[src/rtl/lcd_frame_scan_ctrl_pkg.sv]
// Shared definitions for the LCD frame refresh path: FSM state encoding,
// panel command opcodes and default frame geometry.
package lcd_pkg;

  localparam int LCD_ADDR_W    = 10;
  localparam int LCD_PAGES_DEF = 8;
  localparam int LCD_COLS_DEF  = 128;

  localparam logic [7:0] LCD_CMD_PAGE = 8'hB0;
  localparam logic [7:0] LCD_CMD_COLH = 8'h10;
  localparam logic [7:0] LCD_CMD_COLL = 8'h00;

  typedef enum logic [2:0] {
    ST_IDLE     = 3'd0,
    ST_CMD_PAGE = 3'd1,
    ST_CMD_COLH = 3'd2,
    ST_CMD_COLL = 3'd3,
    ST_RD_ADDR  = 3'd4,
    ST_RD_WAIT  = 3'd5,
    ST_SEND     = 3'd6,
    ST_DONE     = 3'd7
  } lcd_state_e;

  // Page-address command byte for a given page number.
  function automatic logic [7:0] lcd_page_cmd(input logic [7:0] page);
    return LCD_CMD_PAGE | (page & 8'h0F);
  endfunction

endpackage

[src/rtl/lcd_frame_scan_ctrl_if.sv]
// Byte stream towards the SPI transmitter: valid/ready handshake carrying a
// byte plus its data/command flag.
interface lcd_frame_scan_ctrl_if;
  logic       Tx_Valid;
  logic       Tx_DC;
  logic [7:0] Tx_Data;
  logic       Tx_Ready;

  modport master (output Tx_Valid, output Tx_DC, output Tx_Data, input Tx_Ready);
  modport slave  (input Tx_Valid, input Tx_DC, input Tx_Data, output Tx_Ready);
endinterface

[src/rtl/lcd_frame_scan_ctrl.sv]
// Frame refresh controller: walks the 1024x8 display RAM page by page, sends
// page/column commands followed by pixel bytes, and gives the RAM write port to
// the host in every cycle except the one where the scanner presents a read.
module lcd_frame_scan_ctrl
  import lcd_pkg::*;
#(
  parameter int PAGES      = LCD_PAGES_DEF,
  parameter int COLS       = LCD_COLS_DEF,
  parameter int COL_OFFSET = 0
) (
  input  logic                  CLK,
  input  logic                  RSTn,
  input  logic                  Start_Sig,
  output logic                  Done_Sig,
  output logic                  Busy_Sig,
  input  logic                  Host_Req,
  input  logic [LCD_ADDR_W-1:0] Host_Addr,
  input  logic [7:0]            Host_Data,
  output logic                  Host_Ack,
  output logic                  Write_En_Sig,
  output logic [LCD_ADDR_W-1:0] Write_Addr_Sig,
  output logic [7:0]            Write_Data,
  output logic [LCD_ADDR_W-1:0] Read_Addr_Sig,
  input  logic [7:0]            Read_Data,
  lcd_frame_scan_ctrl_if.master tx
);

  localparam int PAGE_W = (PAGES > 1) ? $clog2(PAGES) : 1;
  localparam int COL_W  = (COLS > 1) ? $clog2(COLS) : 1;

  localparam logic [PAGE_W-1:0] PAGE_LAST = PAGE_W'(PAGES - 1);
  localparam logic [COL_W-1:0]  COL_LAST  = COL_W'(COLS - 1);
  localparam logic [PAGE_W-1:0] PAGE_ONE  = PAGE_W'(1);
  localparam logic [COL_W-1:0]  COL_ONE   = COL_W'(1);

  // Column commands are constant for the whole frame, set by the panel offset.
  localparam logic [7:0] CMD_COLH_BYTE = LCD_CMD_COLH | 8'((COL_OFFSET >> 4) & 15);
  localparam logic [7:0] CMD_COLL_BYTE = LCD_CMD_COLL | 8'(COL_OFFSET & 15);

  lcd_state_e        r_state;
  lcd_state_e        w_state_nxt;
  logic [PAGE_W-1:0] r_page;
  logic [COL_W-1:0]  r_col;
  logic              r_tx_valid;
  logic              r_tx_dc;
  logic [7:0]        r_tx_data;
  logic              w_tx_hs;
  logic              w_host_ack;
  logic              w_busy;
  logic              w_done;

  assign w_tx_hs = r_tx_valid && tx.Tx_Ready;

  // State register; reset aborts any frame in progress.
  always_ff @(posedge CLK or negedge RSTn) begin
    if (!RSTn) begin
      r_state <= ST_IDLE;
    end else begin
      r_state <= w_state_nxt;
    end
  end

  // Next-state logic: command states and SEND wait for the handshake.
  always_comb begin
    w_state_nxt = r_state;
    case (r_state)
      ST_IDLE:     w_state_nxt = Start_Sig ? ST_CMD_PAGE : ST_IDLE;
      ST_CMD_PAGE: w_state_nxt = w_tx_hs ? ST_CMD_COLH : ST_CMD_PAGE;
      ST_CMD_COLH: w_state_nxt = w_tx_hs ? ST_CMD_COLL : ST_CMD_COLH;
      ST_CMD_COLL: w_state_nxt = w_tx_hs ? ST_RD_ADDR : ST_CMD_COLL;
      ST_RD_ADDR:  w_state_nxt = ST_RD_WAIT;
      ST_RD_WAIT:  w_state_nxt = ST_SEND;
      ST_SEND: begin
        if (!w_tx_hs) begin
          w_state_nxt = ST_SEND;
        end else if (r_col != COL_LAST) begin
          w_state_nxt = ST_RD_ADDR;
        end else if (r_page != PAGE_LAST) begin
          w_state_nxt = ST_CMD_PAGE;
        end else begin
          w_state_nxt = ST_DONE;
        end
      end
      ST_DONE:     w_state_nxt = ST_IDLE;
      default:     w_state_nxt = ST_IDLE;
    endcase
  end

  // Output decode: host is only held off while the scanner presents a read address.
  always_comb begin
    w_host_ack = Host_Req && (r_state != ST_RD_ADDR);
    w_busy     = (r_state != ST_IDLE);
    w_done     = (r_state == ST_DONE);
  end

  // Scan position and transmit byte register; the byte is loaded one cycle
  // ahead of the state that owns it so Tx_Valid is up on its first cycle.
  always_ff @(posedge CLK or negedge RSTn) begin
    if (!RSTn) begin
      r_page     <= '0;
      r_col      <= '0;
      r_tx_valid <= 1'b0;
      r_tx_dc    <= 1'b0;
      r_tx_data  <= 8'h00;
    end else begin
      case (r_state)
        ST_IDLE: begin
          if (Start_Sig) begin
            r_page     <= '0;
            r_col      <= '0;
            r_tx_valid <= 1'b1;
            r_tx_dc    <= 1'b0;
            r_tx_data  <= lcd_page_cmd(8'h00);
          end
        end
        ST_CMD_PAGE: begin
          if (w_tx_hs) begin
            r_tx_data <= CMD_COLH_BYTE;
          end
        end
        ST_CMD_COLH: begin
          if (w_tx_hs) begin
            r_tx_data <= CMD_COLL_BYTE;
          end
        end
        ST_CMD_COLL: begin
          if (w_tx_hs) begin
            r_tx_valid <= 1'b0;
          end
        end
        ST_RD_WAIT: begin
          r_tx_valid <= 1'b1;
          r_tx_dc    <= 1'b1;
          r_tx_data  <= Read_Data;
        end
        ST_SEND: begin
          if (w_tx_hs) begin
            if (r_col != COL_LAST) begin
              r_col      <= r_col + COL_ONE;
              r_tx_valid <= 1'b0;
            end else if (r_page != PAGE_LAST) begin
              r_col      <= '0;
              r_page     <= r_page + PAGE_ONE;
              r_tx_valid <= 1'b1;
              r_tx_dc    <= 1'b0;
              r_tx_data  <= lcd_page_cmd(8'(r_page) + 8'd1);
            end else begin
              r_tx_valid <= 1'b0;
            end
          end
        end
        default: begin
        end
      endcase
    end
  end

  assign Done_Sig       = w_done;
  assign Busy_Sig       = w_busy;
  assign Host_Ack       = w_host_ack;
  assign Write_En_Sig   = w_host_ack;
  assign Write_Addr_Sig = Host_Addr;
  assign Write_Data     = Host_Data;
  assign Read_Addr_Sig  = LCD_ADDR_W'({r_page, r_col});
  assign tx.Tx_Valid    = r_tx_valid;
  assign tx.Tx_DC       = r_tx_dc;
  assign tx.Tx_Data     = r_tx_data;

endmodule
[src/flat_wrapper.sv]
// flat-port wrapper written by rule: the top's interface ports become plain ports
module lcd_frame_scan_ctrl_flat import lcd_pkg::*;
#(
  parameter int PAGES      = LCD_PAGES_DEF,
  parameter int COLS       = LCD_COLS_DEF,
  parameter int COL_OFFSET = 0
)
  (CLK, RSTn, Start_Sig, Done_Sig, Busy_Sig, Host_Req, Host_Addr, Host_Data, Host_Ack, Write_En_Sig, Write_Addr_Sig, Write_Data, Read_Addr_Sig, Read_Data, tx_Tx_Valid, tx_Tx_DC, tx_Tx_Data, tx_Tx_Ready);
  lcd_frame_scan_ctrl_if tx_i ();
  input  logic CLK;
  input  logic RSTn;
  input  logic Start_Sig;
  output logic Done_Sig;
  output logic Busy_Sig;
  input  logic Host_Req;
  input  logic [LCD_ADDR_W-1:0] Host_Addr;
  input  logic [7:0] Host_Data;
  output logic Host_Ack;
  output logic Write_En_Sig;
  output logic [LCD_ADDR_W-1:0] Write_Addr_Sig;
  output logic [7:0] Write_Data;
  output logic [LCD_ADDR_W-1:0] Read_Addr_Sig;
  input  logic [7:0] Read_Data;
  output wire logic [$bits(tx_i.Tx_Valid)-1:0] tx_Tx_Valid;
  output wire logic [$bits(tx_i.Tx_DC)-1:0] tx_Tx_DC;
  output wire logic [$bits(tx_i.Tx_Data)-1:0] tx_Tx_Data;
  input wire logic [$bits(tx_i.Tx_Ready)-1:0] tx_Tx_Ready;
  assign tx_Tx_Valid = tx_i.Tx_Valid;
  assign tx_Tx_DC = tx_i.Tx_DC;
  assign tx_Tx_Data = tx_i.Tx_Data;
  assign tx_i.Tx_Ready = tx_Tx_Ready;
  lcd_frame_scan_ctrl #(.PAGES(PAGES), .COLS(COLS), .COL_OFFSET(COL_OFFSET)) u_core (.CLK(CLK), .RSTn(RSTn), .Start_Sig(Start_Sig), .Done_Sig(Done_Sig), .Busy_Sig(Busy_Sig), .Host_Req(Host_Req), .Host_Addr(Host_Addr), .Host_Data(Host_Data), .Host_Ack(Host_Ack), .Write_En_Sig(Write_En_Sig), .Write_Addr_Sig(Write_Addr_Sig), .Write_Data(Write_Data), .Read_Addr_Sig(Read_Addr_Sig), .Read_Data(Read_Data), .tx(tx_i));
endmodule
[config.mk]
export PLATFORM = sky130hd
export DESIGN_NAME = lcd_frame_scan_ctrl_flat
export DESIGN_NICKNAME = d
export VERILOG_FILES = /design/src/rtl/lcd_frame_scan_ctrl_pkg.sv /design/src/rtl/lcd_frame_scan_ctrl_if.sv /design/src/rtl/lcd_frame_scan_ctrl.sv /design/src/flat_wrapper.sv
export SDC_FILE = /design/constraint.sdc
export NUM_CORES = 1
export LEC_CHECK = 0
export BUFFER_PORTS_ARGS = -buffer_cell sky130_fd_sc_hd__buf_2
export CAP_MARGIN = 25
export CORE_MARGIN = 4
export CORE_UTILIZATION = 30
export DETAILED_ROUTE_END_ITERATION = 16
export PLACE_DENSITY = 0.54
export SYNTH_ARGS = -nofsm -noshare
export SYNTH_HDL_FRONTEND = slang
export SYNTH_SLANG_ARGS = --single-unit
export TNS_END_PERCENT = 1
[constraint.sdc]
create_clock -name CLK -period 1.8 [get_ports CLK]
set_input_delay 0.18 -clock CLK [delete_from_list [all_inputs] [get_ports CLK]]
set_output_delay 0.18 -clock CLK [all_outputs]
set_load 0.05 [all_outputs]
Word level (Yosys, flattened, before mapping) --
Cells that the tools add are included.
Storage, ports and cells: bits in registers 23
Operators by class: $add $sub $neg 3, equal/unequal tests 18, multiplexer cells 36, reduce and logical (&&, ||, !) cells 13
Operators with widths (count):
- $mux 8 | 6
- $pmux 8 s5 | 1
- $mux 7 | 4
- $mux 3 | 8
- $pmux 3 s8 | 1
- $pmux 7 s2 | 1
- $eq 3x3->1 const B | 4
- $mux 1 | 11
- $ne 2x1->1 const B | 5
- $reduce_and 5->1 | 2
- $reduce_and 4->1 | 2
- $add 7x1->7 const B | 1
- $ne 7x7->1 const B | 1
- $reduce_and 7->1 | 1
- $eq 3x2->1 const B | 2
- $ne 3x3->1 const B | 2
- $pmux 3 s2 | 1
- $reduce_bool 3->1 | 2
- $reduce_bool 5->1 | 1
- $add 3x1->4 const B | 1
- $ne 2x2->1 const B | 2
- $pmux 1 s4 | 1
- $reduce_bool 4->1 | 1
- $add 3x1->3 const B | 1
- other kinds (7) | 8

Depth between registers and ports, before layout --
depth in word-level cells 5, gate-level depth with buffers 7, mapped depth without buffers 6

Least setup slack after synthesis --
No wires, ideal clock.
kind register -> register, from register u_core.r_page[0], to register u_core.r_tx_data[0], in the netlist u_core.tx.Tx_Data[0], library setup time 0.125 ns, arrival time 1.974 ns, required time 1.675 ns, slack -0.299 ns, cell stages (with the launch flop) 7, path buffers 0, path through dfrtp_1 > ha_1 > ha_1 > nand4b_1 > nor3_2 > o21ai_4 > mux2_4
Between the ends: word-level cells in the longest chain between the ends 5, elaborated cells on any way between the ends 8
RTL lines:
- from (decl) | line lcd_frame_scan_ctrl.sv:42 | logic [PAGE_W-1:0] r_page;
- from (signal assigned) | line lcd_frame_scan_ctrl.sv:143 | r_page <= r_page + PAGE_ONE;
- $add 3x1->4 | line lcd_frame_scan_ctrl.sv:146 | r_tx_data <= lcd_page_cmd(8'(r_page) + 8'd1);
- $mux 8 | line lcd_frame_scan_ctrl.sv:141 | end else if (r_page != PAGE_LAST) begin
- $mux 8 | line lcd_frame_scan_ctrl.sv:138 | if (r_col != COL_LAST) begin
- $mux 8 | line lcd_frame_scan_ctrl.sv:137 | if (w_tx_hs) begin
- $pmux 8 s5 | line lcd_frame_scan_ctrl.sv:106 | case (r_state)
- to (signal assigned) | line lcd_frame_scan_ctrl.sv:113 | r_tx_data <= lcd_page_cmd(8'h00);
- to (signal assigned) | line lcd_frame_scan_ctrl.sv:134 | r_tx_data <= Read_Data;
- to (signal assigned) | line lcd_frame_scan_ctrl.sv:146
- to (decl) | line lcd_frame_scan_ctrl.sv:46 | logic [7:0] r_tx_data;
Several ways; a longest one is shown, not always the timed one. The select of a mux whose other input is x is not followed. A chain may end at the register's enable or synchronous reset.

Final worst setup path --
from register u_core.r_state[1], to register u_core.r_tx_data[1], in the netlist u_core.tx.Tx_Data[1]
Between the ends: word-level cells in the longest chain between the ends 3, elaborated cells on any way between the ends 14
RTL lines:
- from (decl) | line lcd_frame_scan_ctrl.sv:40 | lcd_state_e r_state;
- from (signal assigned) | line lcd_frame_scan_ctrl.sv:59 | r_state <= w_state_nxt;
- $eq 3x1->1 (tied with other cells) | line lcd_frame_scan_ctrl.sv:106
- $reduce_bool 5->1 (no source line) (tied with other cells)
- $reduce_and 7->1 (no source line)
Several ways; a longest one is shown, not always the timed one.

==> results.rst <==
.. list-table::
   :header-rows: 1

   * - Metric
     - Value
   * - Result of the run
     - finished with violations
   * - Violated checks
     - negative setup slack
   * - Total of max-cap violations
     - 0
   * - Vias in the first global route
     - 1383
   * - Layout cell share with drive strength beyond 1
     - 0.454
   * - Crit path max-delay cell type
     - sky130_fd_sc_hd__dfrtp_1
   * - Final estimated routing congestion in global placement
     - 0.781
   * - CTS tree
     - built
   * - Die boundary width
     - 81.3 um
   * - Worst Max-Slew Pin Slew
     - 0.540 ns
   * - Synth top area cells
     - sky130_fd_sc_hd__dfrtp_1, sky130_fd_sc_hd__buf_4, sky130_fd_sc_hd__ha_1
   * - Count of flip-flops with a built-in enable after synthesis
     - 0
   * - Buffer levels on the longest clock path
     - 2
   * - Worst Hold Launch
     - Read_Data[5]
   * - Path type of the worst min-delay path
     - input port to register
   * - Yosys synthesis warning count
     - 0
   * - Most frequently used flop master after synthesis
     - sky130_fd_sc_hd__dfrtp_1
   * - Tot Pwr
     - 894 uW
   * - Library cell used as clock root buffer
     - sky130_fd_sc_hd__clkbuf_8
   * - Relative slew slack
     - 0.640
   * - Final slew viol count
     - 0
   * - Length in cells of the worst reg-to-reg path
     - 6
   * - Vias after detailed routing
     - 1401
   * - Number of DRC violations after detailed-routing iteration 0
     - 65
   * - Number of rows created at floorplan
     - 26
   * - Height of the die
     - 81.3 um
   * - Maximum clock rate
     - 554 MHz
   * - Setup Viol. Count Final
     - 5
   * - Average footprint of a synthesized cell
     - 9.26 um2
   * - Latest clock arrival within the worst-skew pair
     - 0.27 ns
   * - Starting density of the core
     - 0.312
   * - Flops & latches, synth
     - 23
   * - Met1 global-route usage
     - 0.175
   * - Critical Path Source Type
     - register
   * - Total GRT Usage
     - 0.132
   * - Aggregate routed wire length
     - 4060 um
   * - Met2 Usage GRT
     - 0.217
   * - Worst setup path category
     - register to register
   * - Detailed-route DRC error count
     - 0
   * - Startpoint of the worst setup timing path
     - u_core.r_state[1]
   * - Sequential share of the synthesized area
     - 0.357
   * - Input/output buffers
     - 36
   * - Unrepaired setup endpoints after global routing
     - true
   * - GRT met3 Usage
     - 0.0299
   * - Clock sink count
     - 23
   * - End of the worst register-to-register path
     - u_core.tx.Tx_Data[1]
   * - Min cycle time layout
     - 1.81 ns
   * - Final Skew
     - 0.00929 ns
   * - Core footprint
     - 5170 um2
   * - Clock Pin Slew Worst Setup and Hold Paths
     - 0.08 ns
   * - FF-to-FF setup slack
     - -0.006 ns
   * - Least setup slack across all paths after layout
     - -0.00559 ns
   * - Number of routed nets with antenna violations
     - 0
   * - TritonCTS Buffers
     - 3
   * - Depth of the CTS H-tree
     - 1
   * - Fin nets
     - 255
   * - Hold Fails Final Rpt
     - 0
   * - Global route total overflow
     - 0
   * - Number of antenna violations at the first check in global routing
     - 0
   * - Setup_tns
     - -0.0224 ns
   * - Final cycle utilization of the critical path
     - 1.00
   * - Cell breakdown of the critical path
     - buf_6, ha_4, or2_4, a221oi_4, o21ai_4, mux2_4
   * - Synth top area share
     - 0.357
   * - Area grow syn2layout
     - 28.5%
   * - I/O Pins
     - 73
   * - CP Capture Point
     - u_core.tx.Tx_Data[1]
   * - Die area
     - 6610 um2
   * - Fraction of synthesis flops using an asynchronous set or reset pin
     - 1.00
   * - Power density of the placed cells
     - 432 nW/um2
   * - Cell leakage power
     - 0.00102 uW
   * - Type of element capturing the critical path
     - register
   * - Post-detailed-placement half-perimeter wirelength
     - 3050 um
   * - Top cells by instance count after synthesis
     - sky130_fd_sc_hd__dfrtp_1, sky130_fd_sc_hd__buf_4, sky130_fd_sc_hd__nand2_1
   * - Most congested layer reported by global routing
     - met2
   * - Post-synthesis cell area
     - 1610 um2
   * - Maximum VDD drop
     - 0.248 mV
   * - Most used standard cell by instance count after synthesis
     - sky130_fd_sc_hd__dfrtp_1
   * - Routed via count divided by cell count
     - 4.90
   * - Total inserted antenna cells
     - 0
   * - Critical Path AT
     - 1.96 ns
   * - Worst reg2reg path startpoint
     - u_core.r_state[1]
   * - Delay of the slowest cell on the worst path
     - 0.39 ns
   * - Post-synthesis cell type count
     - 44
   * - DR WL/cell
     - 14.2 um
   * - Largest fanout on the critical path
     - 6
   * - Wire length of the first global-routing pass
     - 6770 um
   * - Gate count after technology mapping
     - 174
   * - Pin count of the biggest net entering global routing
     - 24
   * - First-pass detailed-route iteration total
     - 4
   * - Top cell type by total area after synthesis
     - sky130_fd_sc_hd__dfrtp_1
   * - Required @ worst endpoint
     - 1.95 ns
   * - Nets in the synthesized netlist
     - 212
## sequential cells by signal, indices dropped and copies added, names as in the netlist
register            cells
u_core.r_state          3
u_core.tx.Tx_DC         1
u_core.tx.Tx_Valid      1
u_core.r_page           3
u_core.r_col            7
u_core.tx.Tx_Data       8
## layout by cell type (no fill, tap or decap), types with 3 or more instances in the layout
cell                       count
sky130_fd_sc_hd__nor3_1        3
sky130_fd_sc_hd__nand3_1       9
sky130_fd_sc_hd__nor2_1        8
sky130_fd_sc_hd__a22oi_2       3
sky130_fd_sc_hd__ha_4          4
sky130_fd_sc_hd__buf_2        34
sky130_fd_sc_hd__and3_1        4
sky130_fd_sc_hd__o21ai_1       7
sky130_fd_sc_hd__nand2_1      15
sky130_fd_sc_hd__a21oi_1       6
sky130_fd_sc_hd__dfrtp_1      21
sky130_fd_sc_hd__a41oi_1       3
sky130_fd_sc_hd__clkbuf_8      3
sky130_fd_sc_hd__o21ai_0       5
sky130_fd_sc_hd__inv_1         9
sky130_fd_sc_hd__mux2_4        5
sky130_fd_sc_hd__buf_4        24
sky130_fd_sc_hd__nand3_2       3
sky130_fd_sc_hd__buf_6         4
sky130_fd_sc_hd__a22oi_1       3
sky130_fd_sc_hd__a21o_1        3
## kinds of logic (layout without fill, tap and decap cells)
kind of cell    after synthesis  in the layout  synth area share
compound gates               46             46             0.210
fa+ha+maj                     7              7            0.0543
buf+inv                      36             78             0.138
flops                        23             23             0.357
mux                           5              5            0.0466
simple gates                 57             57             0.193
## worst max-delay path: cells and delay by family (launching register included)
kind | cells | cell delay, ns
buf+inv | 1 | 0.13
fa+ha+maj | 1 | 0.17
compound gates | 2 | 0.46
flops | 1 | 0.39
mux | 1 | 0.32
simple gates | 1 | 0.23
## stage by stage
stage,utilization,instance area [um2],setup slack (ns),std cells,hold slack [ns]
final,0.400,2070,-0.00559,286,0.182
after global routing,0.400,2070,-0.0559,286,0.186
after CTS,0.381,1970,0.00425,282,0.176
after detailed placement,0.366,1890,-0.0710,277,0.201
after global placement,0.366,1890,-0.0288,277,0.196
after floorplan,-,1640,-0.170,174,-0.116
## repair_timing
item | 4_1_cts | 5_1_grt
pin swaps | 2 | 10
resized for setup | 8 | 15
setup buffers | 0 | 4
setup endpoints to repair | 10 | 15
endpoints found under the hold margin | 23 | 0
hold buffers | 1 | 0
## layout make-up
cell class,count,area [um2]
Sequential cell,23,578
Tap cell,70,87.6
Clock buffer,4,45.0
Timing Repair Buffer,63,405
Fill cell,508,3100
Multi-Input combinational cell,115,913
Inverter,11,41.3
## worst min path at each step
| stage | end | slack (ns) | cells after the start |
|---|---|---|---|
| after detailed placement | u_core.tx.Tx_Data[4] | 0.20 | 1 |
| after global routing | u_core.tx.Tx_Data[5] | 0.19 | 3 |
| after CTS | u_core.tx.Tx_Data[5] | 0.18 | 3 |
| after floorplan | u_core.r_col[0] | -0.12 | 0 |
| after global placement | u_core.tx.Tx_Data[4] | 0.20 | 1 |
| final | u_core.tx.Tx_Data[5] | 0.18 | 3 |
## power by group
| group | internal (uW) | switching [uW] |
|---|---|---|
| clock network | 158 | 174 |
| registers | 516 | 0 |
| logic | 17.2 | 27.6 |
## per-layer routing
metal / part of all wire / vias up
li1: - / 696
met1: 0.47 / 671
met2: 0.47 / 30
met3: 0.053 / 4
met4: 0.0052 / 0
met5: 0 / -
Note: power is estimated with default switching activity, not from simulation.
